--- config.mk ---
export PLATFORM = sky130hd
export DESIGN_NAME = idli_fetch_m
export DESIGN_NICKNAME = d
export VERILOG_FILES = /design/src/rtl/idli_pkg.sv /design/src/rtl/idli_fetch_m.sv
export SDC_FILE = /design/constraint.sdc
export NUM_CORES = 1
export LEC_CHECK = 0
export ABC_CLOCK_PERIOD_IN_PS = 2300
export BUFFER_PORTS_ARGS = -buffer_cell sky130_fd_sc_hd__buf_4
export CORE_UTILIZATION = 43
export DETAILED_ROUTE_END_ITERATION = 16
export SLEW_MARGIN = 25
export SYNTH_ARGS = -nofsm -noshare
export SYNTH_HDL_FRONTEND = slang
export SYNTH_SLANG_ARGS = --single-unit
export TNS_END_PERCENT = 10
--- constraint.sdc ---
create_clock -name i_dcd_gck -period 2.3 [get_ports i_dcd_gck]
set_clock_uncertainty 0.1 [all_clocks]
set_input_delay 0.23 -clock i_dcd_gck [delete_from_list [all_inputs] [get_ports i_dcd_gck]]
set_output_delay 0.23 -clock i_dcd_gck [all_outputs]
set_load 0.01 [all_outputs]
--- src/rtl/idli_pkg.sv ---
// Shared types and constants for the idli core front end.
// Holds fetch FSM encoding, word-address type and SQI framing sizes.
package idli_pkg;

    typedef logic [15:0] addr_t;

    typedef enum logic [2:0] {
        IDLE,
        CMD,
        ADDR,
        DUMMY,
        DATA
    } fetch_state_t;

    localparam int SQI_CMD_NIBBLES  = 2;
    localparam int SQI_ADDR_NIBBLES = 6;

    // Nibble idx (0 = MSB) of the 24b byte address of word address pc.
    function automatic logic [3:0] addr_nibble(
        input addr_t      pc,
        input logic [2:0] idx
    );
        logic [23:0] byte_addr;
        logic [3:0]  nib;
        byte_addr = {7'b0, pc, 1'b0};
        case (idx)
            3'd0:    nib = byte_addr[23:20];
            3'd1:    nib = byte_addr[19:16];
            3'd2:    nib = byte_addr[15:12];
            3'd3:    nib = byte_addr[11:8];
            3'd4:    nib = byte_addr[7:4];
            3'd5:    nib = byte_addr[3:0];
            default: nib = '0;
        endcase
        return nib;
    endfunction

endpackage

--- src/rtl/idli_fetch_m.sv ---
// SQI instruction fetch sequencer: quad read transactions in,
// 16b instructions out to the decoder as 4 nibbles, MSB first.
module idli_fetch_m
    import idli_pkg::*;
#(
    parameter addr_t      RESET_PC     = 16'h0000,
    parameter int         DUMMY_CYCLES = 2,
    parameter logic [7:0] READ_CMD     = 8'hEB
) (
    input  logic        i_dcd_gck,
    input  logic        i_dcd_rst_n,
    output logic        o_sqi_cs_n,
    output logic [3:0]  o_sqi_sio,
    output logic        o_sqi_oe,
    input  logic [3:0]  i_sqi_sio,
    input  logic        i_ftch_rdy,
    input  logic        i_ftch_redir_vld,
    input  logic [15:0] i_ftch_redir_pc,
    output logic [3:0]  o_dcd_enc,
    output logic        o_dcd_enc_vld,
    output logic [15:0] o_ftch_pc
);

    localparam logic [2:0] CMD_LAST   = 3'(SQI_CMD_NIBBLES - 1);
    localparam logic [2:0] ADDR_LAST  = 3'(SQI_ADDR_NIBBLES - 1);
    localparam logic [2:0] DUMMY_LAST = 3'(DUMMY_CYCLES - 1);

    fetch_state_t state_q, state_d;
    logic [2:0]   cnt_q, cnt_d;
    addr_t        pc_q, pc_d;
    addr_t        vis_pc_q, vis_pc_d;
    logic         redir_pend_q, redir_pend_d;
    addr_t        redir_pc_q, redir_pc_d;
    logic [3:0]   enc_q, enc_d;
    logic         enc_vld_q, enc_vld_d;

    addr_t        tgt_pc;
    logic         in_data;
    logic         slot_end;

    assign in_data  = (state_q == DATA);
    assign slot_end = in_data && (cnt_q[1:0] == 2'd3);
    assign tgt_pc   = i_ftch_redir_vld ? i_ftch_redir_pc : redir_pc_q;

    always_ff @(posedge i_dcd_gck or negedge i_dcd_rst_n) begin
        if (!i_dcd_rst_n) begin
            state_q      <= IDLE;
            cnt_q        <= '0;
            pc_q         <= RESET_PC;
            vis_pc_q     <= RESET_PC;
            redir_pend_q <= 1'b0;
            redir_pc_q   <= '0;
            enc_q        <= '0;
            enc_vld_q    <= 1'b0;
        end else begin
            state_q      <= state_d;
            cnt_q        <= cnt_d;
            pc_q         <= pc_d;
            vis_pc_q     <= vis_pc_d;
            redir_pend_q <= redir_pend_d;
            redir_pc_q   <= redir_pc_d;
            enc_q        <= enc_d;
            enc_vld_q    <= enc_vld_d;
        end
    end

    always_comb begin
        state_d      = state_q;
        cnt_d        = cnt_q;
        pc_d         = pc_q;
        redir_pend_d = redir_pend_q | i_ftch_redir_vld;
        redir_pc_d   = tgt_pc;

        unique case (state_q)
            IDLE: begin
                if (i_ftch_rdy) begin
                    state_d = CMD;
                    cnt_d   = '0;
                end
            end
            CMD: begin
                if (cnt_q == CMD_LAST) begin
                    state_d = ADDR;
                    cnt_d   = '0;
                end else begin
                    cnt_d = cnt_q + 3'd1;
                end
            end
            ADDR: begin
                if (cnt_q == ADDR_LAST) begin
                    state_d = DUMMY;
                    cnt_d   = '0;
                end else begin
                    cnt_d = cnt_q + 3'd1;
                end
            end
            DUMMY: begin
                if (cnt_q == DUMMY_LAST) begin
                    state_d = DATA;
                    cnt_d   = '0;
                end else begin
                    cnt_d = cnt_q + 3'd1;
                end
            end
            DATA: begin
                cnt_d = {1'b0, cnt_q[1:0] + 2'd1};
                if (slot_end) begin
                    pc_d = pc_q + 16'd1;
                    if (redir_pend_d) begin
                        pc_d         = tgt_pc;
                        redir_pend_d = 1'b0;
                        state_d      = IDLE;
                    end else if (pc_q == 16'hFFFF) begin
                        state_d = IDLE;
                    end else if (!i_ftch_rdy) begin
                        state_d = IDLE;
                    end
                end
            end
            default: state_d = IDLE;
        endcase

        // Outside DATA no nibble is in flight, so a redirect takes effect now.
        if (i_ftch_redir_vld && !in_data) begin
            pc_d         = i_ftch_redir_pc;
            redir_pend_d = 1'b0;
            if (state_q != IDLE) begin
                state_d = IDLE;
                cnt_d   = '0;
            end
        end
    end

    always_comb begin
        enc_d     = in_data ? i_sqi_sio : 4'h0;
        enc_vld_d = in_data;
        vis_pc_d  = vis_pc_q;
        if (in_data && (cnt_q[1:0] == 2'd0)) begin
            vis_pc_d = pc_q;
        end
    end

    always_comb begin
        o_sqi_cs_n = 1'b1;
        o_sqi_oe   = 1'b0;
        o_sqi_sio  = 4'h0;
        unique case (state_q)
            CMD: begin
                o_sqi_cs_n = 1'b0;
                o_sqi_oe   = 1'b1;
                o_sqi_sio  = cnt_q[0] ? READ_CMD[3:0] : READ_CMD[7:4];
            end
            ADDR: begin
                o_sqi_cs_n = 1'b0;
                o_sqi_oe   = 1'b1;
                o_sqi_sio  = addr_nibble(pc_q, cnt_q);
            end
            DUMMY, DATA: begin
                o_sqi_cs_n = 1'b0;
            end
            default: ;
        endcase
    end

    assign o_dcd_enc     = enc_q;
    assign o_dcd_enc_vld = enc_vld_q;
    assign o_ftch_pc     = vis_pc_q;

endmodule
Word level (Yosys, flattened, before mapping)
Index checks and enable logic that the tools add are counted.
W data, S select, Z words.

storage, ports and cells
  register bits = 60
  bits of input ports = 24

operators by class
  equal/unequal tests = 11
  add/sub/neg operators = 3
  bitwise logic cells = 1
  multiplexer cells = 31
  reductions and logical operators = 13

operators by type and width
  cell                     number
  $mux W16                 5
  $mux W3                  16
  $pmux W4 S5              1
  $add A16 B1 Y16 const B  1
  $eq A16 B16 Y1 const B   1
  $pmux W3 S5              1
  $eq A3 B2 Y1 const B     4
  $pmux W3 S4              1
  $eq A3 B3 Y1 const B     3
  $pmux W4 S2              1
  $eq A3 B1 Y1 const B     2
  $mux W1                  5
  $mux W4                  1
  $reduce_bool A2 Y1       2
  $reduce_or A2 Y1         2
  $reduce_or A4 Y1         1
  $add A3 B1 Y3 const B    1
  $logic_and A1 B1 Y1      3
  $logic_not A3 Y1         1
  $reduce_bool A3 Y1       1
  $add A2 B1 Y2 const B    1
  $eq A2 B2 Y1 const B     1
  $logic_not A2 Y1         1
  $reduce_and A2 Y1        1
  2 further kinds          2

Logic depth before layout (Yosys ltp)
Gate-level depths: netlist (run 1).

  word-level depth = 7
  gate-level depth with buffers = 7
  depth with buffers taken out = 6

Worst setup path after synthesis (run 1)
No wires, ideal clock.

  path type = reg2out
  start = register cnt_q[2]
  end = output o_sqi_sio[1]
  required time = 1.970 ns
  path slack = 0.240 ns
  arrival time = 1.730 ns
  cell stages (with the launch flop) = 6
  path buffers = 1
  cell sequence = dfrtp_1 -> clkbuf_1 -> inv_1 -> ha_1 -> o311ai_0 -> o21ai_0

on the way
  longest elaborated chain between the ends = 3
  elaborated cells on any way between the ends = 7
  classes of those cells = eq/ne: 5; mux: 2

RTL lines
  element                                     line                 source
  start, declared                             idli_fetch_m.sv:29   logic [2:0] cnt_q, cnt_d;
  start signal, assigned                      idli_fetch_m.sv:57   cnt_q <= cnt_d;
  $eq A3 B3 Y1, or another cell as far along  idli_pkg.sv:26       case (idx)
  $pmux W4 S5 *                               idli_pkg.sv:26
  $pmux W4 S2 *                               idli_fetch_m.sv:147  unique case (state_q)
  end, declared                               idli_fetch_m.sv:13   output logic [3:0] o_sqi_sio,

Mark *: on every way between the ends. The rest lies on a longest branch, timed or not.

Worst setup path in the final report (run 1)
  start = register cnt_q[0]
  end = output o_sqi_sio[0]

on the way
  longest elaborated chain between the ends = 3
  elaborated cells on any way between the ends = 8
  classes of those cells = eq/ne: 5; mux: 3

RTL lines
  element                                     line
  $eq A3 B3 Y1, or another cell as far along  idli_pkg.sv:26
  $pmux W4 S5                                 idli_pkg.sv:26
  $pmux W4 S2 *                               idli_fetch_m.sv:147

Marks and branches as above.

==> impl_metrics.json, run 1 <==
{
  "status": "finished, final reports clean",
  "cts.clk_slew.worst_paths_ps": 70,
  "antenna_found_initial": 0,
  "worst_slew_pin_slew_ps": 903,
  "syn_to_final_growth_pct": 28.9,
  "postLayoutCoreUtil_pct": 57.5,
  "cp_slowest_cell": "dfrtp_2",
  "reg2reg_depth": 5,
  "cts_buffers": 9,
  "cts_root_buf": "clkbuf_8",
  "ir_drop_v": 0.000477,
  "die-area_sq_um": 7870,
  "start_kind": "flip-flop",
  "wl_met3_microns": 445,
  "rr_endpoint": "pc_q[14]",
  "drc": 0,
  "max_freq_mhz": 437,
  "holdPathEnd": "pc_q[10]",
  "drt-total-wl_microns": 8690,
  "hold-path-cell-count": 3,
  "cp.required_ps": 1970,
  "initial_utilization_pct": 44.6,
  "grt_overflow_total": 0,
  "setup_tns_ps": 0,
  "fillers": 664,
  "p_clk_share_pct": 24.6,
  "period_needed_ps": 2290,
  "die_x_microns": 88.7,
  "topRoutingLayerUsed": "met4",
  "power_density_nw_per_um2": 938,
  "crit_family": "flip-flops",
  "synth-async-reset-ratio_pct": 100,
  "via_per_inst": 5.73,
  "place.gp.congestion": 0.938,
  "worst_hold_path_type": "in -> reg",
  "synthCells": 314,
  "coreArea_sq_um": 7250,
  "drtPass1Iterations": 5,
  "rsz0062_at_grt": "yes",
  "max-cap-violations": 0,
  "diodes": 0,
  "tritoncts": "done",
  "critPathBufInv": 3,
  "ys_seq_elements": 60,
  "die_h_microns": 88.7,
  "setup_viol": 0,
  "portBuffers": 50,
  "drt-initial-drc-count": 176,
  "post_drt_wl_per_cell_microns": 18.1,
  "path_cells": "inv_4 -> ha_4 -> mux2_4 -> o311ai_4 -> buf_6 -> o22ai_2 -> buf_4",
  "io_pins": 51,
  "critPathMaxFanout": 4,
  "worstSetupEndpointType": "primary output",
  "dr_total_vias": 2757,
  "synth-main-ff-cell": "dfrtp_1",
  "criticalPathCategory": "reg -> out",
  "dr_wl_met2_microns": 4210,
  "final_net_count": 407,
  "first_global_vias": 2780,
  "p_comb_share_pct": 38.2,
  "yosysWarnings": 0,
  "p_sw_mw": 1.35,
  "rr_startpoint": "pc_q[0]",
  "ctsHtreeMaxLevel": 3,
  "drive_gt1_share_pct": 40.3,
  "clock_latency_ps": 340,
  "p_int_mw": 2.56,
  "slowest_delay_ps": 460,
  "dp_hpwl_microns": 5880,
  "place_area_sq_um": 3790,
  "max_slew_margin_pct": 39.7,
  "grt_usage_pct": 24.0,
  "ys_types": 60,
  "hold_viol": 0,
  "synth_edf_count": 0,
  "clock_sinks": 60,
  "clockBufferDepth": 2,
  "synth_seq_area_share_pct": 46.4,
  "hold_path.startpoint": "i_ftch_redir_pc[10]",
  "p_sw_share_pct": 34.5,
  "rows": 31,
  "grt_pass1_wl_microns": 14000,
  "grt_max_degree": 61,
  "synth_area_sq_um": 3230,
  "synth_area_per_cell_sq_um": 10.3,
  "final_area_sq_um": 4170,
  "ant_nets": 0,
  "syn-num-nets": 344,
  "leakagePower_nw": 1.84,
  "finalPower_mw": 3.91,
  "slew_viol_final": 0,
  "finalCritPeriodShare_pct": 99.5,
  "wl_met1_microns": 3920,
  "p_seq_share_pct": 37.2,
  "arrival_ps": 1960,
  "ff2ff_setup_slack_ps": 130
}
cells in the final DEF (no fill, tap or decap), types with 7 or more instances in the layout:
cell type,instances
buf_4,73
dfrtp_1,58
mux2_2,31
nand2_1,19
o21ai_0,16
nor2_1,14
a21oi_1,14
nor3_1,11
clkbuf_8,10
nand3_1,9
and3_1,9
a22oi_1,7
stage by stage:
stage	instances	hold slack, ps	setup WS (ps)
6_report	481	20.5	11.5
4_1_cts	478	16.4	6.83
3_3_place_gp	460	261	178
3_5_place_dp	460	262	168
2_1_floorplan	314	-166	240
5_1_grt	481	21.2	-60.4
synthesized netlist by cell type (2+ instances only):
cell      number  area share [%]
or2_2          2            0.39
clkbuf_1      10             1.2
buf_2         11             1.7
or3_1          2            0.39
buf_1          2            0.23
nor3_1        11             1.7
and3_1         9             1.7
o211ai_1       4            0.93
a21oi_1       19             2.9
nand3_1        9             1.4
mux2_2        32              11
nor4_1         5            0.97
xor2_1         4             1.1
o21ai_0       19             2.9
dfrtp_1       60              46
xnor2_1        4             1.1
inv_1          8            0.93
or4_1          2            0.46
o22a_1         2            0.54
nand2_1       19             2.2
a31oi_1        5            0.97
o221ai_1       2            0.54
nand4_1        5            0.97
o22ai_1        2            0.39
nor2_1        14             1.6
nand3b_1       2            0.46
ha_1           6             2.3
a22oi_1       10             2.3
nor3b_1        3            0.70
routing by layer:
layer / track usage, % / vias to the layer above
li1: - / 1301
met1: 31.6 / 1355
met2: 38.6 / 90
met3: 5.13 / 11
met4: 9.82 / 0
met5: 0 / -
power groups by stage:
stage                     sequential, mW  combinational [mW]  clock, mW
after detailed placement            1.44                1.29          0
after CTS                           1.43                1.33      0.981
after global placement              1.44                1.28          0
final                               1.46                1.49      0.963
after global routing                1.48                1.63       1.03
after floorplan                     1.44               0.695          0
tightest hold or removal path, cell delays in order:
cell and delay, ps:
buf_4 80, nand2_1 40, o221ai_1 60
layout make-up:
cell class                 instances  area (sq um)  share of cell area (%)
multi-input combinational        221          1710                    41.1
sequential                        60          1500                    36.1
timing repair buffer              77           591                    14.2
clock buffer                      11           141                    3.39
tap                               99           124                    2.97
clock inverter                     5          61.3                    1.47
inverter                           8          35.0                   0.840
registers in the layout, summed over array words and instances (netlist names):
register	cells
redir_pc_q	16
o_dcd_enc_vld	1
state_q	3
o_dcd_enc	4
redir_pend_q	1
o_ftch_pc	16
cnt_q	3
pc_q	16
worst max path at each step:
stage	startpoint	endpoint	slack, ps	depth (start not counted)
2_1_floorplan	cnt_q[2]	o_sqi_sio[1]	240	5
3_3_place_gp	pc_q[0]	pc_q[14]	180	5
3_5_place_dp	pc_q[0]	pc_q[14]	170	5
4_1_cts	cnt_q[0]	o_sqi_sio[3]	7	7
5_1_grt	cnt_q[0]	o_sqi_sio[0]	-60	7
6_report	cnt_q[0]	o_sqi_sio[0]	10	7
cell families (layout without fill, tap and decap cells):
| kind of cell | count (synthesis) | count (layout) | share of synthesized area, % |
|---|---|---|---|
| compound gates | 78 | 78 | 15.6 |
| flops | 60 | 60 | 46.4 |
| simple gates | 96 | 96 | 17.2 |
| mux | 33 | 33 | 11.8 |
| fa+ha+maj | 6 | 6 | 2.32 |
| buf+inv | 33 | 101 | 4.41 |
| xor+xnor | 8 | 8 | 2.17 |
timing repair:
| item | 4_1_cts | 5_1_grt |
|---|---|---|
| hold endpoints to repair | 61 | 0 |
| pin swaps | 0 | 4 |
| hold buffers | 2 | 0 |
| setup endpoints to repair | 4 | 4 |
| gates cloned | 0 | 0 |
| setup buffers | 0 | 3 |
| resized for setup | 9 | 26 |
Power figures use the tool's default switching activity.
==> inputs of run 2 (changes only) <==
--- a/config.mk
+++ b/config.mk
@@ -5,10 +5,11 @@
 export SDC_FILE = /design/constraint.sdc
 export NUM_CORES = 1
 export LEC_CHECK = 0
-export ABC_CLOCK_PERIOD_IN_PS = 2300
+export ABC_CLOCK_PERIOD_IN_PS = 2490
 export BUFFER_PORTS_ARGS = -buffer_cell sky130_fd_sc_hd__buf_4
-export CORE_UTILIZATION = 43
+export CORE_UTILIZATION = 57
 export DETAILED_ROUTE_END_ITERATION = 16
+export PLACE_DENSITY = 0.8
 export SLEW_MARGIN = 25
 export SYNTH_ARGS = -nofsm -noshare
 export SYNTH_HDL_FRONTEND = slang
==> constraint.sdc (replaced) <==
create_clock -name i_dcd_gck -period 2.49 [get_ports i_dcd_gck]
set_clock_uncertainty 0.1 [all_clocks]
set_input_delay 0.249 -clock i_dcd_gck [delete_from_list [all_inputs] [get_ports i_dcd_gck]]
set_output_delay 0.249 -clock i_dcd_gck [all_outputs]
set_load 0.01 [all_outputs]
==> run 2 against run 1 <==
  * Final cell count shrank 8.7%
  * Register-to-register slack gained 210 ps
  * Worst hold slack gained 18 ps
  * Die area shrank 24%
  * Combinational power shrank 26%
  * Utilization grew 14 points
  * First-iteration DRC count grew 57%
  * Final area shrank 6.5%
  * Total power shrank 14%
  * Clock-buffer cell count grew 1
==> impl_metrics.json, run 2 (synthesis gave the netlist of run 1 again) <==
{
  "syn_to_final_growth_pct": 20.6,
  "layout.cells.non_filler": 439,
  "place_ws_ps": 348,
  "slew_viol_final": 0,
  "power_density_nw_per_um2": 859,
  "layout_common_cells": "61 x buf_4, 59 x dfrtp_1, 32 x mux2_2",
  "die_x_microns": 77.3,
  "leakagePower_nw": 1.76,
  "cp.required_ps": 2140,
  "grt_pass1_wl_microns": 13400,
  "place.gp.congestion": 0.912,
  "via_per_inst": 6.28,
  "grt_usage_pct": 29.1,
  "die_h_microns": 77.3,
  "period_needed_ps": 2380,
  "drive_gt1_share_pct": 34.1,
  "dr_total_vias": 2757,
  "criticalPathCategory": "reg -> out",
  "hold_viol": 0,
  "worst_hold_path_type": "in -> reg",
  "postLayoutCoreUtil_pct": 71.3,
  "ctsHtreeMaxLevel": 3,
  "finalPower_mw": 3.35,
  "ff_latch_area_sq_um": 1500,
  "drt-initial-drc-count": 277,
  "cts_root_buf": "clkbuf_8",
  "coreArea_sq_um": 5470,
  "start_kind": "flip-flop",
  "clock_sinks": 60,
  "rows": 27,
  "critPathMaxFanout": 7,
  "die-area_sq_um": 5980,
  "tritoncts": "done",
  "dp_hpwl_microns": 5550,
  "diodes": 0,
  "final_common_cell": "buf_4",
  "multi_input_area_sq_um": 1610,
  "setup_tns_ps": 0,
  "post_drt_wl_per_cell_microns": 18.1,
  "drt-total-wl_microns": 7970,
  "max_freq_mhz": 421,
  "status": "finished, final reports clean",
  "cts.clk_slew.worst_paths_ps": 70,
  "io_pins": 51,
  "final_net_count": 392,
  "fin_ws_ps": 115,
  "ant_nets": 0,
  "place_area_sq_um": 3660,
  "drtPass1Iterations": 5,
  "dp_cells": 421,
  "clock_latency_ps": 330,
  "finalCritPeriodShare_pct": 95.4,
  "portBuffers": 50,
  "antenna_found_initial": 0,
  "clockBufferDepth": 2,
  "ir_drop_v": 0.000580,
  "fillers": 441,
  "grt_max_degree": 61,
  "final_area_sq_um": 3900,
  "grt_overflow_total": 0,
  "setup_viol": 0,
  "drc": 0,
  "hold_slack_ps": 38.8,
  "cts_buffers": 9,
  "initial_utilization_pct": 59.1,
  "max-cap-violations": 0,
  "arrival_ps": 2030,
  "worstSetupEndpointType": "primary output",
  "max_slew_margin_pct": 50.7,
  "worst_slew_pin_slew_ps": 740,
  "first_global_vias": 2691
}
-- run 2: cell types whose count changed in the layout (fill, tap and decap cells not counted), sizes merged --
cell,delta
clkinvlp,-2
dlygate4sd3,-1
clkinv,+1
clkbuf,+1
buf,-14
-- run 2: path summary, 6_finish.rpt --
kind / startpoint / to / slack (ps) / depth (start not counted)
max: cnt_q[1] / o_sqi_sio[0] / 110 / 6
min: i_ftch_redir_pc[10] / pc_q[10] / 40 / 3
max reg2reg: cnt_q[1] / pc_q[7] / 340 / 5
min reg2reg: redir_pc_q[3] / redir_pc_q[3] / 400 / 1
max in group asynchronous: i_dcd_rst_n / cnt_q[2] / 1360 / 2
min in group asynchronous: i_dcd_rst_n / o_ftch_pc[13] / 430 / 2
-- run 2: final cells by class --
| class | instances | share of cell area (%) |
|---|---|---|
| tap | 72 | 2.31 |
| clock buffer | 12 | 3.98 |
| multi-input combinational | 221 | 41.2 |
| timing repair buffer | 62 | 12.0 |
| sequential | 60 | 38.5 |
| inverter | 8 | 0.770 |
| clock inverter | 4 | 1.22 |
-- run 2: routing by layer --
layer,wire length [microns],vias to the layer above,part of all wire (%),global-route usage [%]
li1,-,1270,-,-
met1,3370,1314,42,39.2
met2,3830,151,48,45.7
met3,576,22,7.2,5.48
met4,192,0,2.4,13.0
met5,0,-,0,0
-- run 2: report_power, final --
part / leakage, nW / internal, mW / switching (mW)
logic: 0.896 / 0.570 / 0.534
clock network: 0.102 / 0.514 / 0.372
registers: 0.761 / 1.16 / 0.198
-- run 2: repair_timing --
item                                    4_1_cts  5_1_grt
hold buffers                                  1        0
setup buffers                                 1        0
hold endpoints to repair                     60        0
endpoints found under the setup margin        4        4
gates resized for setup                       2        5
-- run 2: worst max-delay path, stage by stage (launching register included) --
cell and delay (ps):
dfrtp_1 410, ha_1 330, ha_2 300, o311ai_2 120
buf_4 180, o22ai_1 190, buf_4 160
==> inputs of run 3 (changes only) <==
--- a/config.mk
+++ b/config.mk
@@ -5,11 +5,11 @@
 export SDC_FILE = /design/constraint.sdc
 export NUM_CORES = 1
 export LEC_CHECK = 0
-export ABC_CLOCK_PERIOD_IN_PS = 2490
+export ABC_CLOCK_PERIOD_IN_PS = 2750
 export BUFFER_PORTS_ARGS = -buffer_cell sky130_fd_sc_hd__buf_4
-export CORE_UTILIZATION = 57
+export CORE_UTILIZATION = 61
 export DETAILED_ROUTE_END_ITERATION = 16
-export PLACE_DENSITY = 0.8
+export PLACE_DENSITY = 0.85
 export SLEW_MARGIN = 25
 export SYNTH_ARGS = -nofsm -noshare
 export SYNTH_HDL_FRONTEND = slang
==> constraint.sdc (replaced) <==
create_clock -name i_dcd_gck -period 2.75 [get_ports i_dcd_gck]
set_clock_uncertainty 0.1 [all_clocks]
set_input_delay 0.275 -clock i_dcd_gck [delete_from_list [all_inputs] [get_ports i_dcd_gck]]
set_output_delay 0.275 -clock i_dcd_gck [all_outputs]
set_load 0.01 [all_outputs]
==> run 3 against run 2 <==
  * Critical endpoint is now o_sqi_sio[3]
  * Final area decreased by 1.2%
  * Largest cell class unchanged
  * Flip-flop and latch count stayed put
  * First-iteration DRC count grew 12%
  * Setup slack better by 140 ps
  * Die area shrank 6.4%
==> impl_metrics.json, run 3 (synthesis gave the netlist of run 1 again) <==
{
  "initial_utilization_pct": 63.3,
  "hold_slack_ps": 50.8,
  "coreArea_sq_um": 5110,
  "ir_drop_v": 0.000393,
  "clock_latency_ps": 340,
  "rr_endpoint": "cnt_q[0]",
  "hold_viol": 0,
  "post_drt_wl_per_cell_microns": 18.1,
  "dp_hpwl_microns": 5170,
  "first_global_vias": 2427,
  "cts_buffers": 9,
  "arrival_ps": 2120,
  "max_freq_mhz": 401,
  "worst_slew_pin_slew_ps": 749,
  "layout_common_cells": "60 x dfrtp_1, 57 x buf_4, 32 x mux2_2",
  "cts.clk_slew.worst_paths_ps": 70,
  "post_cts_buffers": 0,
  "drc": 0,
  "fillers": 360,
  "hold_path.startpoint": "i_ftch_redir_pc[10]",
  "setup_viol": 0,
  "final_area_sq_um": 3850,
  "drtPass1Iterations": 5,
  "clockBufferDepth": 2,
  "ff2ff_setup_slack_ps": 420,
  "grt_max_degree": 61,
  "finalCritPeriodShare_pct": 90.7,
  "grt_usage_pct": 29.4,
  "antenna_found_initial": 0,
  "diodes": 0,
  "syn_to_final_growth_pct": 19.1,
  "hold-path-cell-count": 3,
  "ctsHtreeMaxLevel": 3,
  "postLayoutCoreUtil_pct": 75.5,
  "worstSetupEndpointType": "primary output",
  "drt-initial-drc-count": 311,
  "status": "finished, final reports clean",
  "die-area_sq_um": 5600,
  "drt-total-wl_microns": 7820,
  "grt_pass1_wl_microns": 12100,
  "portBuffers": 50,
  "finalPower_mw": 3.03,
  "rr_startpoint": "cnt_q[1]",
  "final_common_cell": "dfrtp_1",
  "setup_tns_ps": 0,
  "die_x_microns": 74.8,
  "slew_viol_final": 0,
  "reg2reg_depth": 6,
  "period_needed_ps": 2490,
  "max_slew_margin_pct": 50.0,
  "grt_overflow_total": 0,
  "io_pins": 51,
  "cts_root_buf": "clkbuf_8",
  "cp.required_ps": 2380,
  "die_h_microns": 74.8,
  "clock_sinks": 60,
  "start_kind": "flip-flop",
  "drive_gt1_share_pct": 32.2,
  "rsz0062_at_grt": "no",
  "criticalPathCategory": "reg -> out",
  "worst_hold_path_type": "in -> reg",
  "tritoncts": "done",
  "ant_nets": 0,
  "critPathMaxFanout": 6,
  "ff_latch_area_sq_um": 1500,
  "rows": 26,
  "dr_total_vias": 2757,
  "place_area_sq_um": 3640,
  "via_per_inst": 6.37,
  "place.gp.congestion": 0.955,
  "power_density_nw_per_um2": 785,
  "holdPathEnd": "pc_q[10]",
  "leakagePower_nw": 1.74,
  "final_net_count": 388,
  "multi_input_area_sq_um": 1600,
  "max-cap-violations": 0
}
==> run 3: cell types whose count changed in the layout (fill, tap and decap cells not counted), sizes merged <==
cell      before  now
clkbuf        12    9
inv            8    9
buf           61   57
clkinvlp       1    3
==> run 3: how the worst max path moves through the flow <==
| stage | start | to | slack (ps) | depth (start not counted) |
|---|---|---|---|---|
| after floorplan | cnt_q[2] | o_sqi_sio[1] | 640 | 5 |
| after global placement | cnt_q[0] | o_sqi_sio[1] | 450 | 6 |
| after detailed placement | cnt_q[0] | o_sqi_sio[1] | 360 | 6 |
| after CTS | cnt_q[0] | o_sqi_sio[1] | 150 | 6 |
| after global routing | cnt_q[0] | o_sqi_sio[1] | 140 | 6 |
| final | cnt_q[0] | o_sqi_sio[3] | 260 | 6 |
==> run 3: per-layer routing <==
metal | vias to the layer above | track usage, % | wire length [microns]
met5 | - | 0 | 0
met4 | 0 | 11.1 | 110
met3 | 12 | 5.22 | 455
met2 | 126 | 46.9 | 3720
met1 | 1354 | 40.2 | 3530
li1 | 1265 | - | -
==> run 3: final cells by class <==
class | instances | area share [%]
Inverter | 8 | 0.779
Timing Repair Buffer | 58 | 11.4
Tap cell | 70 | 2.27
Clock buffer | 9 | 3.21
Sequential cell | 60 | 39.0
Clock inverter | 7 | 1.95
Multi-Input combinational cell | 221 | 41.5
==> run 3: worst max-delay path, cell delays in order (launching register included) <==
cell,delay (ps)
dfrtp_1,410
inv_1,130
ha_1,310
mux2_2,310
o311ai_2,320
o21ai_0,140
buf_4,160
==> run 3: stage by stage <==
step,cells,setup slack [ps]
4_1_cts,433,148
3_3_place_gp,416,446
3_5_place_dp,416,364
6_report,433,257
2_1_floorplan,314,645
5_1_grt,433,138
==> run 3: timing repair <==
item / 4_1_cts / 5_1_grt
resized for setup: 1 / 1
endpoints found under the hold margin: 60 / 0
setup endpoints to repair: 3 / 2
hold buffers: 1 / 0
gates cloned: 0 / 0
==> run 3: power breakdown <==
group | leakage [nW] | switching [mW] | internal [mW]
logic | 0.881 | 0.484 | 0.500
registers | 0.763 | 0.194 | 1.05
clock network | 0.0918 | 0.377 | 0.421
